[config.mk]
export PLATFORM = sky130hd
export DESIGN_NAME = stopwatch
export DESIGN_NICKNAME = d
export VERILOG_FILES = /design/src/rtl/stopwatch.sv
export SDC_FILE = /design/constraint.sdc
export NUM_CORES = 1
export LEC_CHECK = 0
export CAP_MARGIN = 20
export CORE_MARGIN = 1
export CORE_UTILIZATION = 40
export CTS_CLUSTER_DIAMETER = 100
export CTS_CLUSTER_SIZE = 8
export DETAILED_ROUTE_END_ITERATION = 12
export GPL_ROUTABILITY_DRIVEN = 0
export HOLD_SLACK_MARGIN = 0.08
export PLACE_DENSITY = 0.56
export SYNTH_ARGS = -nofsm -noshare
export SYNTH_HDL_FRONTEND = slang
export SYNTH_SLANG_ARGS = --single-unit
export TNS_END_PERCENT = 1
[constraint.sdc]
create_clock -name clk_i -period 2.8 [get_ports clk_i]
set_input_delay 0.56 -clock clk_i [delete_from_list [all_inputs] [get_ports clk_i]]
set_output_delay 0.56 -clock clk_i [all_outputs]
set_load 0.1 [all_outputs]
[src/rtl/stopwatch.sv]
// -----------------------------------------------------------------------------
// stopwatch -- m.ss.t stopwatch driving a 4-digit multiplexed 7-segment display
//
// Counts tenths of a second while running (start/stop level controls) and
// scans the four BCD digits onto a shared active-low segment bus.
//
// Parameters
//   TICK_NS      clock cycles per 0.1 s tick (>= 2)
//   REFRESH_BITS width of the free-running scan counter (>= 2); each digit is
//                lit for 2^(REFRESH_BITS-2) cycles
//
// Ports
//   clk_i    in   1  clock, all state on rising edge
//   rst_i    in   1  asynchronous active-low reset
//   start_i  in   1  run request (level)
//   stop_i   in   1  halt request (level, dominates start_i)
//   an_o     out  4  digit anodes, active-low, bit 0 = rightmost (tenths)
//   sseg_o   out  7  segment cathodes {g,f,e,d,c,b,a}, active-low
//   dp_o     out  1  decimal point cathode, active-low
//
// Build option
//   STOPWATCH_LZ_BLANK_EN  when defined, the minutes digit is blanked
//                          (segments and dp off) while minutes == 0
// -----------------------------------------------------------------------------
`timescale 1ns/1ps

module stopwatch #(
  parameter int TICK_NS      = 10000000,
  parameter int REFRESH_BITS = 18
) (
  input  logic       clk_i,
  input  logic       rst_i,
  input  logic       start_i,
  input  logic       stop_i,
  output logic [3:0] an_o,
  output logic [6:0] sseg_o,
  output logic       dp_o
);

  localparam int TICK_W = $clog2(TICK_NS);
  localparam logic [TICK_W-1:0] TICK_LAST = TICK_W'(TICK_NS - 1);

  typedef enum logic [0:0] {
    ST_STOPPED = 1'b0,
    ST_RUNNING = 1'b1
  } run_state_e;

  run_state_e              state_r;
  run_state_e              state_next_s;
  logic                    running_s;

  logic [TICK_W-1:0]       tick_r;
  logic                    tick_wrap_s;

  logic [3:0]              tenths_r;
  logic [3:0]              secs_r;
  logic [3:0]              tens_r;
  logic [3:0]              mins_r;
  logic [3:0]              tenths_next_s;
  logic [3:0]              secs_next_s;
  logic [3:0]              tens_next_s;
  logic [3:0]              mins_next_s;

  logic [REFRESH_BITS-1:0] scan_r;
  logic [1:0]              sel_s;
  logic [3:0]              digit_s;
  logic                    blank_s;

  // BCD digit to active-low {g,f,e,d,c,b,a}; non-BCD codes show nothing
  function automatic logic [6:0] seg_decode(input logic [3:0] digit);
    logic [6:0] seg;
    case (digit)
      4'd0:    seg = 7'b1000000;
      4'd1:    seg = 7'b1111001;
      4'd2:    seg = 7'b0100100;
      4'd3:    seg = 7'b0110000;
      4'd4:    seg = 7'b0011001;
      4'd5:    seg = 7'b0010010;
      4'd6:    seg = 7'b0000010;
      4'd7:    seg = 7'b1111000;
      4'd8:    seg = 7'b0000000;
      4'd9:    seg = 7'b0010000;
      default: seg = 7'b1111111;
    endcase
    return seg;
  endfunction

  // Run/stop state register
  always_ff @(posedge clk_i or negedge rst_i) begin
    if (!rst_i) begin
      state_r <= ST_STOPPED;
    end else begin
      state_r <= state_next_s;
    end
  end

  // Run/stop next state: stop dominates start, otherwise hold
  always_comb begin
    state_next_s = state_r;
    if (stop_i) begin
      state_next_s = ST_STOPPED;
    end else if (start_i) begin
      state_next_s = ST_RUNNING;
    end else begin
      state_next_s = state_r;
    end
  end

  // Run/stop decoded output
  always_comb begin
    running_s = 1'b0;
    case (state_r)
      ST_RUNNING: running_s = 1'b1;
      ST_STOPPED: running_s = 1'b0;
      default:    running_s = 1'b0;
    endcase
  end

  assign tick_wrap_s = running_s && (tick_r == TICK_LAST);

  // Tenth-of-a-second prescaler; holds its partial count while stopped
  always_ff @(posedge clk_i or negedge rst_i) begin
    if (!rst_i) begin
      tick_r <= {TICK_W{1'b0}};
    end else if (tick_wrap_s) begin
      tick_r <= {TICK_W{1'b0}};
    end else if (running_s) begin
      tick_r <= tick_r + TICK_W'(1);
    end else begin
      tick_r <= tick_r;
    end
  end

  // Digit advance with the whole carry chain resolved in one edge;
  // 9.59.9 rolls over to 0.00.0
  always_comb begin
    tenths_next_s = tenths_r;
    secs_next_s   = secs_r;
    tens_next_s   = tens_r;
    mins_next_s   = mins_r;
    if (tick_wrap_s) begin
      if (tenths_r == 4'd9) begin
        tenths_next_s = 4'd0;
        if (secs_r == 4'd9) begin
          secs_next_s = 4'd0;
          if (tens_r == 4'd5) begin
            tens_next_s = 4'd0;
            if (mins_r == 4'd9) begin
              mins_next_s = 4'd0;
            end else begin
              mins_next_s = mins_r + 4'd1;
            end
          end else begin
            tens_next_s = tens_r + 4'd1;
          end
        end else begin
          secs_next_s = secs_r + 4'd1;
        end
      end else begin
        tenths_next_s = tenths_r + 4'd1;
      end
    end else begin
      tenths_next_s = tenths_r;
    end
  end

  // Digit registers
  always_ff @(posedge clk_i or negedge rst_i) begin
    if (!rst_i) begin
      tenths_r <= 4'd0;
      secs_r   <= 4'd0;
      tens_r   <= 4'd0;
      mins_r   <= 4'd0;
    end else begin
      tenths_r <= tenths_next_s;
      secs_r   <= secs_next_s;
      tens_r   <= tens_next_s;
      mins_r   <= mins_next_s;
    end
  end

  // Free-running display scan counter, independent of run state
  always_ff @(posedge clk_i or negedge rst_i) begin
    if (!rst_i) begin
      scan_r <= {REFRESH_BITS{1'b0}};
    end else begin
      scan_r <= scan_r + {{(REFRESH_BITS-1){1'b0}}, 1'b1};
    end
  end

  assign sel_s = scan_r[REFRESH_BITS-1 -: 2];

`ifdef STOPWATCH_LZ_BLANK_EN
  assign blank_s = (sel_s == 2'd3) && (mins_r == 4'd0);
`else
  assign blank_s = 1'b0;
`endif

  // Display mux: anode select, digit value and decimal point (after s and m)
  always_comb begin
    an_o    = 4'b1111;
    digit_s = 4'd0;
    dp_o    = 1'b1;
    case (sel_s)
      2'd0: begin
        an_o    = 4'b1110;
        digit_s = tenths_r;
        dp_o    = 1'b1;
      end
      2'd1: begin
        an_o    = 4'b1101;
        digit_s = secs_r;
        dp_o    = 1'b0;
      end
      2'd2: begin
        an_o    = 4'b1011;
        digit_s = tens_r;
        dp_o    = 1'b1;
      end
      2'd3: begin
        an_o    = 4'b0111;
        digit_s = mins_r;
        dp_o    = blank_s;
      end
      default: begin
        an_o    = 4'b1111;
        digit_s = 4'd0;
        dp_o    = 1'b1;
      end
    endcase
  end

  // Segment decode of the selected digit, forced dark when blanked
  always_comb begin
    sseg_o = 7'b1111111;
    if (blank_s) begin
      sseg_o = 7'b1111111;
    end else begin
      sseg_o = seg_decode(digit_s);
    end
  end

endmodule

# Word level (Yosys, flattened, before mapping)
# Memory sizes are Yosys's and may differ from the RTL's.
# Cells that the tools add are included.
dict set report totals {
  input_bits 4
  out_inout_bits 12
  elab_cells 44
  mem_bits_ro 112
  memories 1
  regBits 59
}
dict set report classes {
  n_bitwise 1
  eq_ne 8
  n_reduce_logical 9
  muxes 12
  n_addsub 6
}
# memory depth word_bits read_ports rd_clocked_by_memory_dff write_ports line_no
set mem_list {}
lappend mem_list {{(name not given)} 16 7 1 0 0 72} ;# case (digit)
# operator count
set ops {}
lappend ops {{two-way mux 24 bit} 2}
lappend ops {{one-hot mux 4 bit (4 select lines)} 2}
lappend ops {{adder 24 x 1 -> 24 bit (second input constant)} 1}
lappend ops {{equality test 24 bit (second input constant)} 1}
lappend ops {{adder 18 x 1 -> 18 bit (second input constant)} 1}
lappend ops {{adder 4 x 1 -> 4 bit (second input constant)} 4}
lappend ops {{two-way mux 4 bit} 4}
lappend ops {{equality test 4 bit (second input constant)} 3}
lappend ops {{equality test 2 bit (second input constant)} 2}
lappend ops {{equality test 4 x 3 -> 1 bit (second input constant)} 1}
lappend ops {{one-hot mux 1 bit (2 select lines)} 2}
lappend ops {{AND reduction 4 bit} 1}
lappend ops {{nonzero test 2 bit} 2}
lappend ops {{OR reduction 2 bit} 2}
lappend ops {{AND reduction 3 bit} 1}
lappend ops {{equality test 2 x 1 -> 1 bit (second input constant)} 1}
lappend ops {{zero test 2 bit} 1}
lappend ops {{two-way mux 1 bit} 2}
lappend ops {{AND reduction 2 bit} 1}
lappend ops {{logical AND 1 bit} 1}
lappend ops {{NOT 1 bit} 1}

# Longest topological paths before layout
# Gate-level depths: netlist of the first run.
dict set report depth {
  word_depth 4
  depth_mapped 9
  depth_no_buf 6
}

# Least setup slack after synthesis of the first run
# Ideal clock, no wire load.
dict set report synth_timing {
  path_kind {register to output}
  startpoint {register scan_r[16]}
  endpoint {output port sseg_o[1]}
  arrival_time_ps 2993
  required_ps 2240
  stages_incl_launch_ff 6
  path_buffers 1
  path_slack_ps -753
  cell_sequence {dfrtp_1 > clkbuf_1 > mux4_2 > inv_1 > ha_1 > o22ai_1}
}
dict set report synth_via {
  elab_chain_cells 3
  elab_cells_between_ends 6
  cone_classes {eq/ne (3); mux (1); reduce/logical (1); memory (1)}
}
# element line_no
set synth_rtl {}
lappend synth_rtl {{start: declaration} 64} ;# logic [REFRESH_BITS-1:0] scan_r;
lappend synth_rtl {{start signal: assignment} 185} ;# scan_r <= {REFRESH_BITS{1'b0}};
lappend synth_rtl {{start signal: assignment} 187} ;# scan_r <= scan_r + {{(REFRESH_BITS-1){1'b0}}, 1'b1};
lappend synth_rtl {{equality test 2 bit, or another cell as far along} 204} ;# case (sel_s)
lappend synth_rtl {{one-hot mux 4 bit (4 select lines) *} 204}
lappend synth_rtl {{memory read (16 x 7 bit) *} n/a}
lappend synth_rtl {{end: declaration} 36} ;# output logic [6:0] sseg_o,
# Every way passes the cells marked *; elsewhere a longest branch is shown, timed or not.

# Worst setup path in the final report of the first run
dict set report layout_timing {
  startpoint {register scan_r[16]}
  endpoint {output port sseg_o[0]}
}
# The elaborated chain is that of the path after synthesis.

==> results of run 1 <==
-- metrics by stage --
step / utilization, % / cell area, um^2 / hold WS, ns
final: 50.2 / 3680 / 0.240
after global routing: 50.2 / 3680 / 0.295
after CTS: 49.9 / 3660 / 0.267
after detailed placement: 46.5 / 3410 / 0.460
after global placement: 46.5 / 3410 / 0.453
after floorplan: - / 3100 / 0.264
-- registers in the layout, indices dropped and copies added, names as in the netlist --
register,flops
secs_r,4
state_r,1
scan_r,18
tens_r,4
tenths_r,4
mins_r,4
tick_r,24
-- final cells by class --
cell class	instances	area [um^2]
Tap cell	99	124
Clock inverter	7	116
Fill cell	676	3650
Timing Repair Buffer	21	248
Multi-Input combinational cell	208	1540
Clock buffer	9	124
Inverter	12	45.0
Sequential cell	59	1480
-- repair_timing --
action,CTS,global route
hold buffers,0,0
setup endpoints to repair,5,4
cloned,0,0
resized for setup,1,4
setup buffers,1,1
pin swaps,0,2
-- worst max-delay path, cell delays in order, from the launching register on --
cell,delay [ns]
dfrtp_2,0.45
mux4_2,0.60
nor2_2,0.17
mux2_4,0.33
nand2_2,0.08
buf_12,0.17
-- kinds of logic (layout without fill, tap and decap cells) --
family | after synthesis | in the layout | synth area share (%)
flops | 59 | 59 | 48.2
fa+ha+maj | 5 | 5 | 2.04
buf+inv | 20 | 49 | 3.06
simple gates | 128 | 128 | 24.3
xor+xnor | 43 | 43 | 12.3
compound gates | 19 | 19 | 4.16
mux | 13 | 13 | 5.96
-- layout by cell type (no fill, tap or decap), types with 3 or more instances in the layout --
cell       Yosys  routed
a22o_1         3       3
and2_1         3       3
and3_1        11      11
and3_2         4       4
buf_12         0       7
buf_4          1      11
bufinv_16      0       3
clkbuf_8       1       9
dfrtp_1       59      58
ha_1           5       5
inv_1         12      11
mux2i_1        7       5
mux4_2         4       4
nand2_1       28      26
nand2b_1       6       6
nand3_1       19      19
nand4_1        8       8
nor2_1        20      19
nor3_1         7       7
o21ai_0        4       4
xnor2_1       25      25
xor2_1        18      18
-- final timing paths --
path,cells after the start,endpoint
worst max-delay path,5,sseg_o[0]
worst min-delay path,1,tick_r[3]$_DFFE_PN0P_
worst max register to register,5,tens_r[1]$_DFFE_PN0P_
worst min register to register,1,scan_r[15]$_DFF_PN0_
max in group asynchronous,2,scan_r[16]$_DFF_PN0_
min in group clk_i,1,scan_r[15]$_DFF_PN0_
-- metal layers --
metal | vias up | wire length [um] | part of all wire [%] | global-route usage (%)
li1 | 1049 | - | - | -
met1 | 1037 | 2680 | 48 | 21.1
met2 | 29 | 2610 | 47 | 23.3
met3 | 7 | 183 | 3.3 | 4.16
met4 | 0 | 70 | 1.3 | 7.65
met5 | - | 0 | 0 | 0
-- power by group --
| part | switching [W] | internal [W] |
|---|---|---|
| Sequential | 0.0000487 | 0.000893 |
| Clock | 0.000349 | 0.000589 |
| Combinational | 0.0000528 | 0.0000523 |
| Total | 0.000450 | 0.00153 |
==> key figures, run 1 <==
Status
  – Status: finished, final reports clean

Power and ir drop
  – Peak supply drop: 249 uV
  – Static leakage: 1.67 nW
  – Total power: 0.00198 W
  – Power Dens Cells: 540 nW/um^2

Floorplanning
  – Site Rows: 31
  – Starting Density: 41.8%
  – Core area: 7330 um^2
  – Die X: 89.5 um
  – Die height: 89.5 um
  – Io pins: 16
  – Die area: 8020 um^2

Clock tree
  – TritonCTS Buffers: 9
  – Root Driver: clkbuf_8
  – Clock Pin Slew Worst Setup and Hold Paths: 0.07 ns
  – Clock Latency Late Sink: 0.34 ns
  – # H-tree levels: 3
  – Clock sinks: 59
  – TritonCTS clock tree: yes
  – Clk buf depth: 2

Route
  – Post-DRT Antenna Nets: 0
  – Remaining DRCs: 0
  – Routed length per placed instance: 13.3 um
  – DR iter-0 viols: 124
  – Detailed Route WL: 5540 um
  – Total iterations of the first detailed-routing run: 4
  – Via/cell ratio: 5.11
  – Vias: 2,122

Synth
  – Ranking of synthesized cells by area: dfrtp_1, xnor2_1, xor2_1, nand2_1, nand3_1
  – Synth async-reset ratio: 100%
  – Area share of the largest cell type after synthesis: 48.2%
  – Area leader, netlist: dfrtp_1
  – Syn avg cell area: 10.7 um^2
  – Synth Warn #: 0
  – Post-synthesis cell area: 3070 um^2
  – Syn_nets: 296
  – Synth top cells by count: dfrtp_1, nand2_1, xnor2_1, nor2_1, nand3_1
  – Synth cell types: 47
  – EDFF count, synth: 0
  – Register area share after synthesis: 48.2%
  – Most common cell in the netlist: dfrtp_1
  – Synth Register Bits: 59
  – Cells after Synth: 287
  – Ys flop type: dfrtp_1

Placement
  – Pre-CTS WS: 0.286 ns
  – IO buf count: 15
  – Placed insts: 397
  – Placed wire-length estimate: 3940 um

Critical path
  – Reg2reg setup slack: 0.69 ns
  – Worst endpoint data arrival time: 2.15 ns
  – CP Max Fanout: 6
  – Worst Setup End Kind: output port
  – Setup CP Type: register to output port
  – RR Startpoint: tick_r[15]$_DFFE_PN0P_
  – Worst setup SP type: register
  – Required @ worst endpoint: 2.24 ns
  – Beginning of the critical path: scan_r[16]$_DFF_PN0_

Timing
  – Final Hold Fails: 0
  – Final setup margin: 0.0932 ns
  – Slew @ Worst Pin: 0.676 ns
  – Setup violators final: 0
  – Skew final: 0.00647 ns
  – Period utilization: 96.7%
  – Setup TNS Final: 0 ns
  – Post-layout min period: 2.71 ns
  – Fmax: 369 MHz
  – Slew Viols, Final: 0
  – Unrepaired setup endpoints after global routing: no
  – Relative slew slack: 54.6%

Layout
  – Final net count: 320
  – # diodes: 0
  – Fraction of layout cells with a size suffix above 1: 20.9%
  – Area growth from synthesis to layout: 20.0%
  – Fin cells: 415

Global routing
  – Largest net degree at the start of global routing: 30
  – Initial antenna violation count: 0
  – Total global-route track usage: 15.6%
  – Total grt overflow: 0
  – Global-route wire length before repair: 9160 um
  – Vias in the first global route: 1,958

Run
  – Max cap viols: 0

Min path
  – Worst hold path class: primary input to async pin
No activity file was read; power rests on OpenSTA's default activity.
==> inputs of run 2 (changes only) <==
--- a/config.mk
+++ b/config.mk
@@ -8,6 +8,7 @@
 export CAP_MARGIN = 20
 export CORE_MARGIN = 1
 export CORE_UTILIZATION = 40
+export CTS_BUF_LIST = sky130_fd_sc_hd__clkbuf_8
 export CTS_CLUSTER_DIAMETER = 100
 export CTS_CLUSTER_SIZE = 8
 export DETAILED_ROUTE_END_ITERATION = 12
==> results of run 2 <==
No change in the layout: final DEF, timing and power equal those of run 1.
